## config.mk

```make
export PLATFORM = sky130hd
export DESIGN_NAME = ps2_scancode_rx
export DESIGN_NICKNAME = d
export VERILOG_FILES = /design/src/rtl/ps2_scancode_rx_pkg.sv /design/src/rtl/ps2_scancode_rx_fifo.sv /design/src/rtl/ps2_scancode_rx.sv
export SDC_FILE = /design/constraint.sdc
export NUM_CORES = 1
export LEC_CHECK = 0
export ABC_AREA = 0
export CORE_UTILIZATION = 45
export CTS_CLUSTER_SIZE = 10
export DETAILED_ROUTE_END_ITERATION = 10
export SYNTH_ARGS = -nofsm -noshare
export SYNTH_HDL_FRONTEND = slang
export SYNTH_SLANG_ARGS = --single-unit
```

## constraint.sdc

```tcl
create_clock -name clk -period 3.9 [get_ports clk]
set_clock_uncertainty 0.15 [all_clocks]
set_input_delay 0.39 -clock clk [delete_from_list [all_inputs] [get_ports clk]]
set_output_delay 0.39 -clock clk [all_outputs]
set_load 0.01 [all_outputs]
```

## src/rtl/ps2_scancode_rx_pkg.sv

```systemverilog
// Shared constants and types for the PS/2 scan-code receiver.
// Event words are packed as {ext, brk, code}.
package ps2_scancode_rx_pkg;

   localparam logic [7:0] PS2_EXT    = 8'hE0;
   localparam logic [7:0] PS2_BRK    = 8'hF0;
   localparam logic [7:0] KEY_LSHIFT = 8'h12;
   localparam logic [7:0] KEY_ALT    = 8'h11;
   localparam int         EVT_W      = 10;

   typedef enum logic [1:0] {
      ST_IDLE   = 2'd0,
      ST_DATA   = 2'd1,
      ST_PARITY = 2'd2,
      ST_STOP   = 2'd3
   } frame_state_t;

endpackage

```

## src/rtl/ps2_scancode_rx_fifo.sv

```systemverilog
// Show-ahead synchronous FIFO for key events.
// A push arriving while full is accepted only when a pop frees a slot in the same cycle.
module sync_fifo
   import ps2_scancode_rx_pkg::*;
#(
   parameter int WIDTH = EVT_W,
   parameter int DEPTH = 8
) (
   input  logic                     clk,
   input  logic                     rst_n,
   input  logic                     push,
   input  logic                     pop,
   input  logic [WIDTH-1:0]         wdata,
   output logic [WIDTH-1:0]         rdata,
   output logic [$clog2(DEPTH):0]   count,
   output logic                     full,
   output logic                     empty,
   output logic                     drop
);

   localparam int AW = $clog2(DEPTH);

   logic [WIDTH-1:0] mem [DEPTH];
   logic [AW-1:0]    wr_ptr;
   logic [AW-1:0]    rd_ptr;
   logic             pop_ok;
   logic             push_ok;

   assign empty   = (count == '0);
   assign full    = (count == (AW+1)'(DEPTH));
   assign pop_ok  = pop & ~empty;
   assign push_ok = push & (~full | pop_ok);
   assign drop    = push & full & ~pop_ok;
   assign rdata   = mem[rd_ptr];

   always_ff @(posedge clk) begin
      if (push_ok) mem[wr_ptr] <= wdata;
   end

   // Pointers are exactly AW bits wide, so they wrap modulo DEPTH on their own.
   always_ff @(posedge clk) begin
      if (!rst_n) begin
         wr_ptr <= '0;
         rd_ptr <= '0;
         count  <= '0;
      end else begin
         if (push_ok) wr_ptr <= wr_ptr + 1'b1;
         if (pop_ok)  rd_ptr <= rd_ptr + 1'b1;
         case ({push_ok, pop_ok})
            2'b10:   count <= count + 1'b1;
            2'b01:   count <= count - 1'b1;
            default: count <= count;
         endcase
      end
   end

endmodule

```

## src/rtl/ps2_scancode_rx.sv

```systemverilog
// PS/2 keyboard receiver: synchronise and filter the pins, check 11-bit frames,
// fold E0/F0 prefixes into key events, queue them, and track the RU/EN layout toggle.
module ps2_scancode_rx
   import ps2_scancode_rx_pkg::*;
#(
   parameter int FILTER_LEN  = 4,
   parameter int TIMEOUT_CYC = 50000,
   parameter int FIFO_DEPTH  = 8
) (
   input  logic                          clk,
   input  logic                          rst_n,
   input  logic                          ps2_clk,
   input  logic                          ps2_data,
   output logic                          evt_valid,
   input  logic                          evt_ready,
   output logic                          evt_ext,
   output logic                          evt_brk,
   output logic [7:0]                    evt_code,
   output logic [$clog2(FIFO_DEPTH):0]   evt_count,
   output logic                          layout_en,
   output logic                          err_parity,
   output logic                          err_frame,
   output logic                          err_timeout,
   output logic                          ovf
);

   localparam int FCW = $clog2(FILTER_LEN);
   localparam int TW  = $clog2(TIMEOUT_CYC + 1);

   logic             clk_meta, clk_sync, data_meta, data_sync;
   logic             filt_clk, filt_clk_d;
   logic [FCW-1:0]   filt_cnt;
   logic             fall;

   frame_state_t     state, state_nxt;
   logic [2:0]       bit_cnt;
   logic [7:0]       shift_reg;
   logic             par_fault;
   logic [TW-1:0]    tmo_cnt;
   logic             tmo_expired;

   logic             byte_valid, frame_bad, parity_bad, timeout_hit;
   logic             ext_pend, brk_pend, shift_held;
   logic             key_push;

   logic [EVT_W-1:0] fifo_rdata;
   logic             fifo_full, fifo_empty, fifo_drop;

   always_ff @(posedge clk) begin
      if (!rst_n) begin
         clk_meta  <= 1'b1;
         clk_sync  <= 1'b1;
         data_meta <= 1'b1;
         data_sync <= 1'b1;
      end else begin
         clk_meta  <= ps2_clk;
         clk_sync  <= clk_meta;
         data_meta <= ps2_data;
         data_sync <= data_meta;
      end
   end

   // The filtered clock flips only after FILTER_LEN consecutive samples disagree with it.
   always_ff @(posedge clk) begin
      if (!rst_n) begin
         filt_clk   <= 1'b1;
         filt_clk_d <= 1'b1;
         filt_cnt   <= '0;
      end else begin
         filt_clk_d <= filt_clk;
         if (clk_sync == filt_clk) begin
            filt_cnt <= '0;
         end else if (filt_cnt == FCW'(FILTER_LEN - 1)) begin
            filt_clk <= clk_sync;
            filt_cnt <= '0;
         end else begin
            filt_cnt <= filt_cnt + 1'b1;
         end
      end
   end

   assign fall        = filt_clk_d & ~filt_clk;
   assign tmo_expired = (tmo_cnt == TW'(TIMEOUT_CYC - 1));

   always_comb begin
      state_nxt   = state;
      byte_valid  = 1'b0;
      frame_bad   = 1'b0;
      parity_bad  = 1'b0;
      timeout_hit = 1'b0;
      if (state != ST_IDLE && tmo_expired && !fall) begin
         timeout_hit = 1'b1;
         state_nxt   = ST_IDLE;
      end else if (fall) begin
         case (state)
            ST_IDLE: begin
               if (!data_sync) state_nxt = ST_DATA;
               else            frame_bad = 1'b1;
            end
            ST_DATA: begin
               if (bit_cnt == 3'd7) state_nxt = ST_PARITY;
            end
            ST_PARITY: state_nxt = ST_STOP;
            ST_STOP: begin
               state_nxt = ST_IDLE;
               if (!data_sync)     frame_bad  = 1'b1;
               else if (par_fault) parity_bad = 1'b1;
               else                byte_valid = 1'b1;
            end
            default: state_nxt = ST_IDLE;
         endcase
      end
   end

   always_ff @(posedge clk) begin
      if (!rst_n) begin
         state     <= ST_IDLE;
         bit_cnt   <= '0;
         shift_reg <= '0;
         par_fault <= 1'b0;
         tmo_cnt   <= '0;
      end else begin
         state <= state_nxt;
         if (state == ST_IDLE || fall)  tmo_cnt <= '0;
         else if (!tmo_expired)         tmo_cnt <= tmo_cnt + 1'b1;
         if (fall) begin
            case (state)
               ST_IDLE: begin
                  bit_cnt   <= '0;
                  par_fault <= 1'b0;
               end
               ST_DATA: begin
                  shift_reg <= {data_sync, shift_reg[7:1]};
                  bit_cnt   <= bit_cnt + 1'b1;
               end
               ST_PARITY: par_fault <= ~(^{shift_reg, data_sync});
               default: ;
            endcase
         end
      end
   end

   always_ff @(posedge clk) begin
      if (!rst_n) begin
         err_frame   <= 1'b0;
         err_parity  <= 1'b0;
         err_timeout <= 1'b0;
         ovf         <= 1'b0;
      end else begin
         err_frame   <= frame_bad;
         err_parity  <= parity_bad;
         err_timeout <= timeout_hit;
         ovf         <= fifo_drop;
      end
   end

   assign key_push = byte_valid && (shift_reg != PS2_EXT) && (shift_reg != PS2_BRK);

   // Layout tracking sees every key event, even one the full FIFO has to drop.
   always_ff @(posedge clk) begin
      if (!rst_n) begin
         ext_pend   <= 1'b0;
         brk_pend   <= 1'b0;
         shift_held <= 1'b0;
         layout_en  <= 1'b0;
      end else if (byte_valid) begin
         if (shift_reg == PS2_EXT) begin
            ext_pend <= 1'b1;
         end else if (shift_reg == PS2_BRK) begin
            brk_pend <= 1'b1;
         end else begin
            ext_pend <= 1'b0;
            brk_pend <= 1'b0;
            if (!ext_pend && shift_reg == KEY_LSHIFT)
               shift_held <= ~brk_pend;
            if (!ext_pend && !brk_pend && shift_reg == KEY_ALT && shift_held)
               layout_en <= ~layout_en;
         end
      end else if (frame_bad || parity_bad || timeout_hit) begin
         ext_pend <= 1'b0;
         brk_pend <= 1'b0;
      end
   end

   sync_fifo #(
      .WIDTH (EVT_W),
      .DEPTH (FIFO_DEPTH)
   ) u_fifo (
      .clk   (clk),
      .rst_n (rst_n),
      .push  (key_push),
      .pop   (evt_ready),
      .wdata ({ext_pend, brk_pend, shift_reg}),
      .rdata (fifo_rdata),
      .count (evt_count),
      .full  (fifo_full),
      .empty (fifo_empty),
      .drop  (fifo_drop)
   );

   // Storage is not reset, so the head fields are forced to zero while empty.
   assign evt_valid = ~fifo_empty;
   assign {evt_ext, evt_brk, evt_code} = fifo_empty ? '0 : fifo_rdata;

endmodule
```

==> impl_metrics.csv, run 1 <==
group,metric,value,unit
run_status,outcome,"finished, final reports clean",
global_route,grt_pass1_wl,17.4,mm
synthesis,netlist_area,5770,um2
synthesis,yosys_register_bits,139,
layout,final_cell_area,6830,um2
layout,final_cell_mix,"edfxtp_1 (80), dfxtp_1 (59), nor2_1 (45), nand2_1 (41), clkdlybuf4s50_1 (24)",
synthesis,synth_flop_cell,"edfxtp_1",
clock_tree,clk_pin_slew,0.06,ns
timing,max_freq,339,MHz
floorplan,floorplan.die.width,115,um
floorplan,die-height,115,um
global_route,grt-ovfl-total,0,
timing,worst_pin_slew,0.919,ns
timing,hold_viol,0,
job,maxCapViolCount,0,
power,combPwrFrac,0.006,
layout,largest_reg_flops,80,
clock_tree,root_buffer,"clkbuf_16",
critical_path,r2r-start,"state[1]",
timing,report.final.slew_viol_count,0,
hold_path,min_path_type,"flip-flop to flip-flop",
route,vias,3426,
placement,dpl.hpwl,6.87,mm
clock_tree,cts_tree,"done",
synthesis,syn_nets,445,
layout,fin_nets,485,
layout,drive_gt1_frac,0.160,
critical_path,worst-r2r-setup-slack,1.23,ns
critical_path,crit_path_end_kind,"output port",
synthesis,synth-edff-count,80,
power,power.sequential.fraction,0.491,
floorplan,coreArea,12300,um2
synthesis,yosys-top-cells-area,"edfxtp_1 (42%), dfxtp_1 (20%), mux4_2 (7.8%), mux2i_1 (3.0%), nor2_1 (2.9%)",
timing,period_needed,2.95,ns
timing,finalCritPeriodShare,0.757,
synthesis,ys.warnings.count,0,
timing,final.setup.tns,0,ns
critical_path,cp.arrival,2.41,ns
power,clockPowerShare,0.503,
route,first_iter_violations,214,
global_route,grt_max_degree,25,
floorplan,dieArea,13300,um2
placement,numPortBuffers,24,
route,dr.pass1.iters,4,
synthesis,synth_cells,429,
power,power-per-cell-area,458,nW/um2
power,leakage,2.27,nW
synthesis,syn_avg_cell_area,13.4,um2
synthesis,seq_area_frac_synth,0.622,
clock_tree,cts-hold-fix-buffers,0,
hold_path,whs_path_depth,1,
power,internal_power,2.53,mW
power,finalPower,3.13,mW
critical_path,crit_fanout,20,
hold_path,min_from,"data_meta",
route,drc,0,
timing,setup_viol,0,
power,ir_drop,0.000280,V
clock_tree,cts_resized,0,
synthesis,synth.distinct_cells,57,
global_route,grt_pass1_vias,3323,
critical_path,reg2reg_depth,6,
clock_tree,clock_sinks,139,
layout,antenna_cells,0,
synthesis,async_flop_share,0,
route,wl_per_cell,16.5,um
critical_path,critical_path_required,3.36,ns
clock_tree,htree_levels,4,
clock_tree,clk_latency,0.41,ns
hold_path,holdPathEnd,"data_sync",
timing,rsz0062_at_grt,"false",
timing,maxSlewHeadroom,0.385,
floorplan,initial_core_util,0.470,
placement,placed_area,6240,um2
floorplan,rows,40,
layout,syn2layout_area_growth,18.5,%
critical_path,cp-start-kind,"flip-flop",
clock_tree,cts_made_buffers,17,
floorplan,ios,25,
clock_tree,cts_setup_buffers,0,
global_route,grt.total_usage,0.180,
layout,final_common_cell,"edfxtp_1",
synthesis,synth_top_area_frac,0.417,
critical_path,worstSetupPathType,"flip-flop to output port",
layout,stdcell_count,650,
route,routed_wl,10.7,mm
critical_path,r2r-end,"u_fifo.mem[5][4]",
clock_tree,clockBufferDepth,2,
global_route,antenna_found_initial,0,
power,net-switching-power,598,uW
route,vias_per_cell,5.27,
placement,placed_cells,618,
synthesis,synth_top_area_cell,"edfxtp_1",
power,switching_share,0.191,
route,antenna_left,0,
placement,place.gp.congestion,0.750,
-- synthesized netlist by cell type, types with 2 or more instances --
cell type   n
and3_1      2
xor2_1     15
a22oi_1     2
and4_1      2
nor3_1      8
clkbuf_1    8
nand3_1    11
nand4_1     4
dfxtp_1    59
or3_1       4
nor2_1     45
o21ai_0     7
xnor2_1    11
and4b_1     2
buf_2       2
nand2_1    41
a21oi_1    20
nand2b_1   11
o311ai_0    2
ha_1       11
nor4_1      3
nor2b_1     2
mux4_2     20
edfxtp_1   80
nor4b_1     4
mux2i_1    17
inv_1       6
-- layout make-up --
type | count | area, um2
fillers | 1026 | 5430
flip-flops and latches | 139 | 3580
multi-input cells | 271 | 2110
clock buffers | 23 | 512
repair buffers | 34 | 315
well taps | 168 | 210
clock inverters | 9 | 83.8
inverters | 6 | 22.5
-- per-stage QoR --
stage	utilization	worst slack [ns]	hold slack, ns
after detailed placement	0.509	1.16	0.250
after global placement	0.509	1.22	0.242
after global routing	0.557	0.784	0.282
after CTS	0.557	0.889	0.266
after floorplan	-	1.27	0.236
final	0.557	0.949	0.261
-- worst max path at each step --
stage / slack (ns) / depth (start not counted) / end
after global placement: 1.22 / 4 / u_fifo.mem[5][2]
after global routing: 0.78 / 5 / evt_code[0]
final: 0.95 / 5 / evt_code[0]
after CTS: 0.89 / 5 / evt_ext
after floorplan: 1.27 / 5 / u_fifo.mem[0][0]
after detailed placement: 1.16 / 4 / u_fifo.mem[5][1]
-- power groups by stage --
| stage | Clock (mW) | Sequential [mW] | Combinational, mW |
|---|---|---|---|
| final | 1.57 | 1.54 | 0.0182 |
| after global routing | 1.67 | 1.54 | 0.0199 |
| after CTS | 1.60 | 1.54 | 0.0183 |
| after detailed placement | 0 | 1.57 | 0.0183 |
| after global placement | 0 | 1.57 | 0.0183 |
| after floorplan | 0 | 1.57 | 0.0122 |
-- critical path, stage by stage, from the launching register on --
cell	delay, ns
dfxtp_1	0.31
buf_4	0.36
mux4_2	0.56
mux2i_1	0.22
nor2_1	0.06
clkdlybuf4s50_1	0.48
-- logic make-up (layout without fill, tap and decap cells) --
family | Yosys count | count (layout) | share of synthesized area
simple gates | 158 | 158 | 0.151
flops | 139 | 139 | 0.622
compound gates | 38 | 38 | 0.0384
mux | 38 | 38 | 0.110
xor+xnor | 26 | 26 | 0.0395
buf+inv | 19 | 72 | 0.0152
fa+ha+maj | 11 | 11 | 0.0239
-- per-layer routing --
layer | part of all wire | global-route usage
met5 | 0 | 0
met4 | 0.016 | 0.0779
met3 | 0.033 | 0.0401
met2 | 0.49 | 0.288
met1 | 0.46 | 0.235
(Power assumes the default switching activity.)
==> run 2: changes to the inputs <==
Clock period 3.9 ns to 2.95 ns, I/O delays scaled along.
==> impl_metrics.csv, run 2 (same netlist as run 1, synthesis figures left out) <==
group,metric,value,unit
placement,placed_area,6270,um2
critical_path,cp-start-kind,"flip-flop",
timing,report.final.slew_viol_count,0,
layout,final_cell_area,6860,um2
layout,stdcell_count,653,
clock_tree,htree_levels,4,
clock_tree,root_buffer,"clkbuf_16",
clock_tree,cts_setup_buffers,0,
clock_tree,cts_tree,"done",
timing,maxSlewHeadroom,0.490,
power,net-switching-power,786,uW
timing,period_needed,2.71,ns
timing,worst_pin_slew,0.764,ns
route,antenna_left,0,
timing,finalCritPeriodShare,0.919,
critical_path,r2r-end,"u_fifo.count[2]",
hold_path,min_path_type,"flip-flop to flip-flop",
floorplan,coreArea,12300,um2
run_status,outcome,"finished, final reports clean",
critical_path,critical_path_required,2.51,ns
placement,dpl.hpwl,6.81,mm
power,power.sequential.fraction,0.491,
critical_path,crit_path_end_kind,"output port",
floorplan,dieArea,13300,um2
power,power-per-cell-area,604,nW/um2
layout,final_common_cell,"edfxtp_1",
floorplan,initial_core_util,0.470,
critical_path,cp.arrival,2.27,ns
layout,largest_reg_flops,80,
power,leakage,2.27,nW
critical_path,worstSetupPathType,"flip-flop to output port",
global_route,grt_max_degree,25,
layout,fillCellCount,1051,
power,internal_power,3.35,mW
clock_tree,clk_latency,0.41,ns
timing,max_freq,369,MHz
layout,fin_nets,488,
route,vias_per_cell,5.28,
clock_tree,clk_pin_slew,0.06,ns
route,first_iter_violations,308,
global_route,grt_pass1_wl,17.3,mm
power,combPwrFrac,0.006,
critical_path,r2r-start,"shift_reg[5]",
global_route,grt_pass1_vias,3361,
floorplan,rows,40,
hold_path,min_from,"clk_meta",
floorplan,die-height,115,um
timing,final.setup.tns,0,ns
global_route,grt.total_usage,0.178,
layout,antenna_cells,0,
critical_path,worst-r2r-setup-slack,0.63,ns
timing,setup_viol,0,
placement,place.gp.congestion,0.777,
floorplan,floorplan.die.width,115,um
clock_tree,cts_resized,0,
layout,final_cell_mix,"edfxtp_1 (80), dfxtp_1 (59), nor2_1 (45), nand2_1 (41), clkdlybuf4s50_1 (24)",
layout,drive_gt1_frac,0.157,
placement,numPortBuffers,24,
hold_path,holdPathEnd,"clk_sync",
power,clockPowerShare,0.503,
route,routed_wl,10.6,mm
clock_tree,cts_made_buffers,17,
timing,hold_slack,0.260,ns
power,ir_drop,0.000375,V
route,dr.pass1.iters,4,
floorplan,ios,25,
route,vias,3449,
route,wl_per_cell,16.2,um
clock_tree,clockBufferDepth,2,
clock_tree,clock_sinks,139,
clock_tree,cts-hold-fix-buffers,0,
global_route,antenna_found_initial,0,
critical_path,crit_fanout,20,
global_route,grt-ovfl-total,0,
critical_path,reg2reg_depth,8,
route,drc,0,
job,maxCapViolCount,0,
placement,placed_cells,621,
power,switching_share,0.190,
layout,syn2layout_area_growth,18.9,%
timing,rsz0062_at_grt,"false",
hold_path,whs_path_depth,1,
timing,hold_viol,0,
[run 2: changes by cell type in the layout (fill, tap and decap cells not counted), moves of 2 or more]
cell / before / now
clkbuf_16: 19 / 17
clkinv_2: 4 / 2
bufinv_16: 1 / 3
clkinv_1: 0 / 4
clkinvlp_4: 1 / 4
buf_4: 10 / 12
clkbuf_8: 2 / 0
[run 2: through the flow]
step / util / total power, mW / worst slack [ns]
4_1_cts: 0.559 / 4.17 / 0.187
3_3_place_gp: 0.512 / 2.10 / 0.645
5_1_grt: 0.559 / 4.27 / 0.112
2_1_floorplan: - / 2.09 / 0.316
6_report: 0.559 / 4.14 / 0.238
3_5_place_dp: 0.512 / 2.10 / 0.632
[run 2: worst max-delay path by stage]
stage	from	endpoint	depth (start not counted)	slack, ns
after global routing	flip-flop	evt_code[5]	5	0.11
after floorplan	state[1]	u_fifo.mem[0][0]	5	0.32
final	flip-flop	evt_code[5]	5	0.24
after CTS	flip-flop	evt_code[5]	5	0.19
after detailed placement	flip-flop	evt_code[5]	5	0.63
after global placement	flip-flop	evt_code[5]	5	0.64
[run 2: area by class of cell]
cell class	count	area (um2)	share of cell area
multi-input combinational	271	2110	0.307
timing repair buffer	37	350	0.0511
tap	168	210	0.0307
clock inverter	14	154	0.0224
inverter	6	22.5	0.00328
sequential	139	3580	0.523
clock buffer	18	429	0.0626
[run 2: metal layers]
layer	share of wire	track usage	wire, um	up-vias
li1	-	-	-	1671
met1	0.48	0.238	5120	1709
met2	0.46	0.276	4910	56
met3	0.035	0.0416	371	13
met4	0.017	0.0805	175	0
met5	0	0	0	-
[run 2: critical path: stages, from the launching register on]
cell	delay, ns
dfxtp_1	0.35
buf_12	0.21
mux4_2	0.53
mux2i_1	0.22
nor2_1	0.06
clkdlybuf4s50_1	0.48
[run 2: power groups by stage]
stage | sequential [mW] | clock (mW) | combinational [mW]
CTS | 2.03 | 2.11 | 0.0242
floorplan | 2.07 | 0 | 0.0161
finish | 2.03 | 2.08 | 0.0239
detailed placement | 2.07 | 0 | 0.0241
global placement | 2.07 | 0 | 0.0236
global route | 2.03 | 2.21 | 0.0266
==> run 3: changes to the inputs <==
Settings changed: SKIP_CTS_REPAIR_TIMING set to 1.
==> results of run 3 <==
Same layout as run 2: the final DEF is identical, and so are final timing and power.
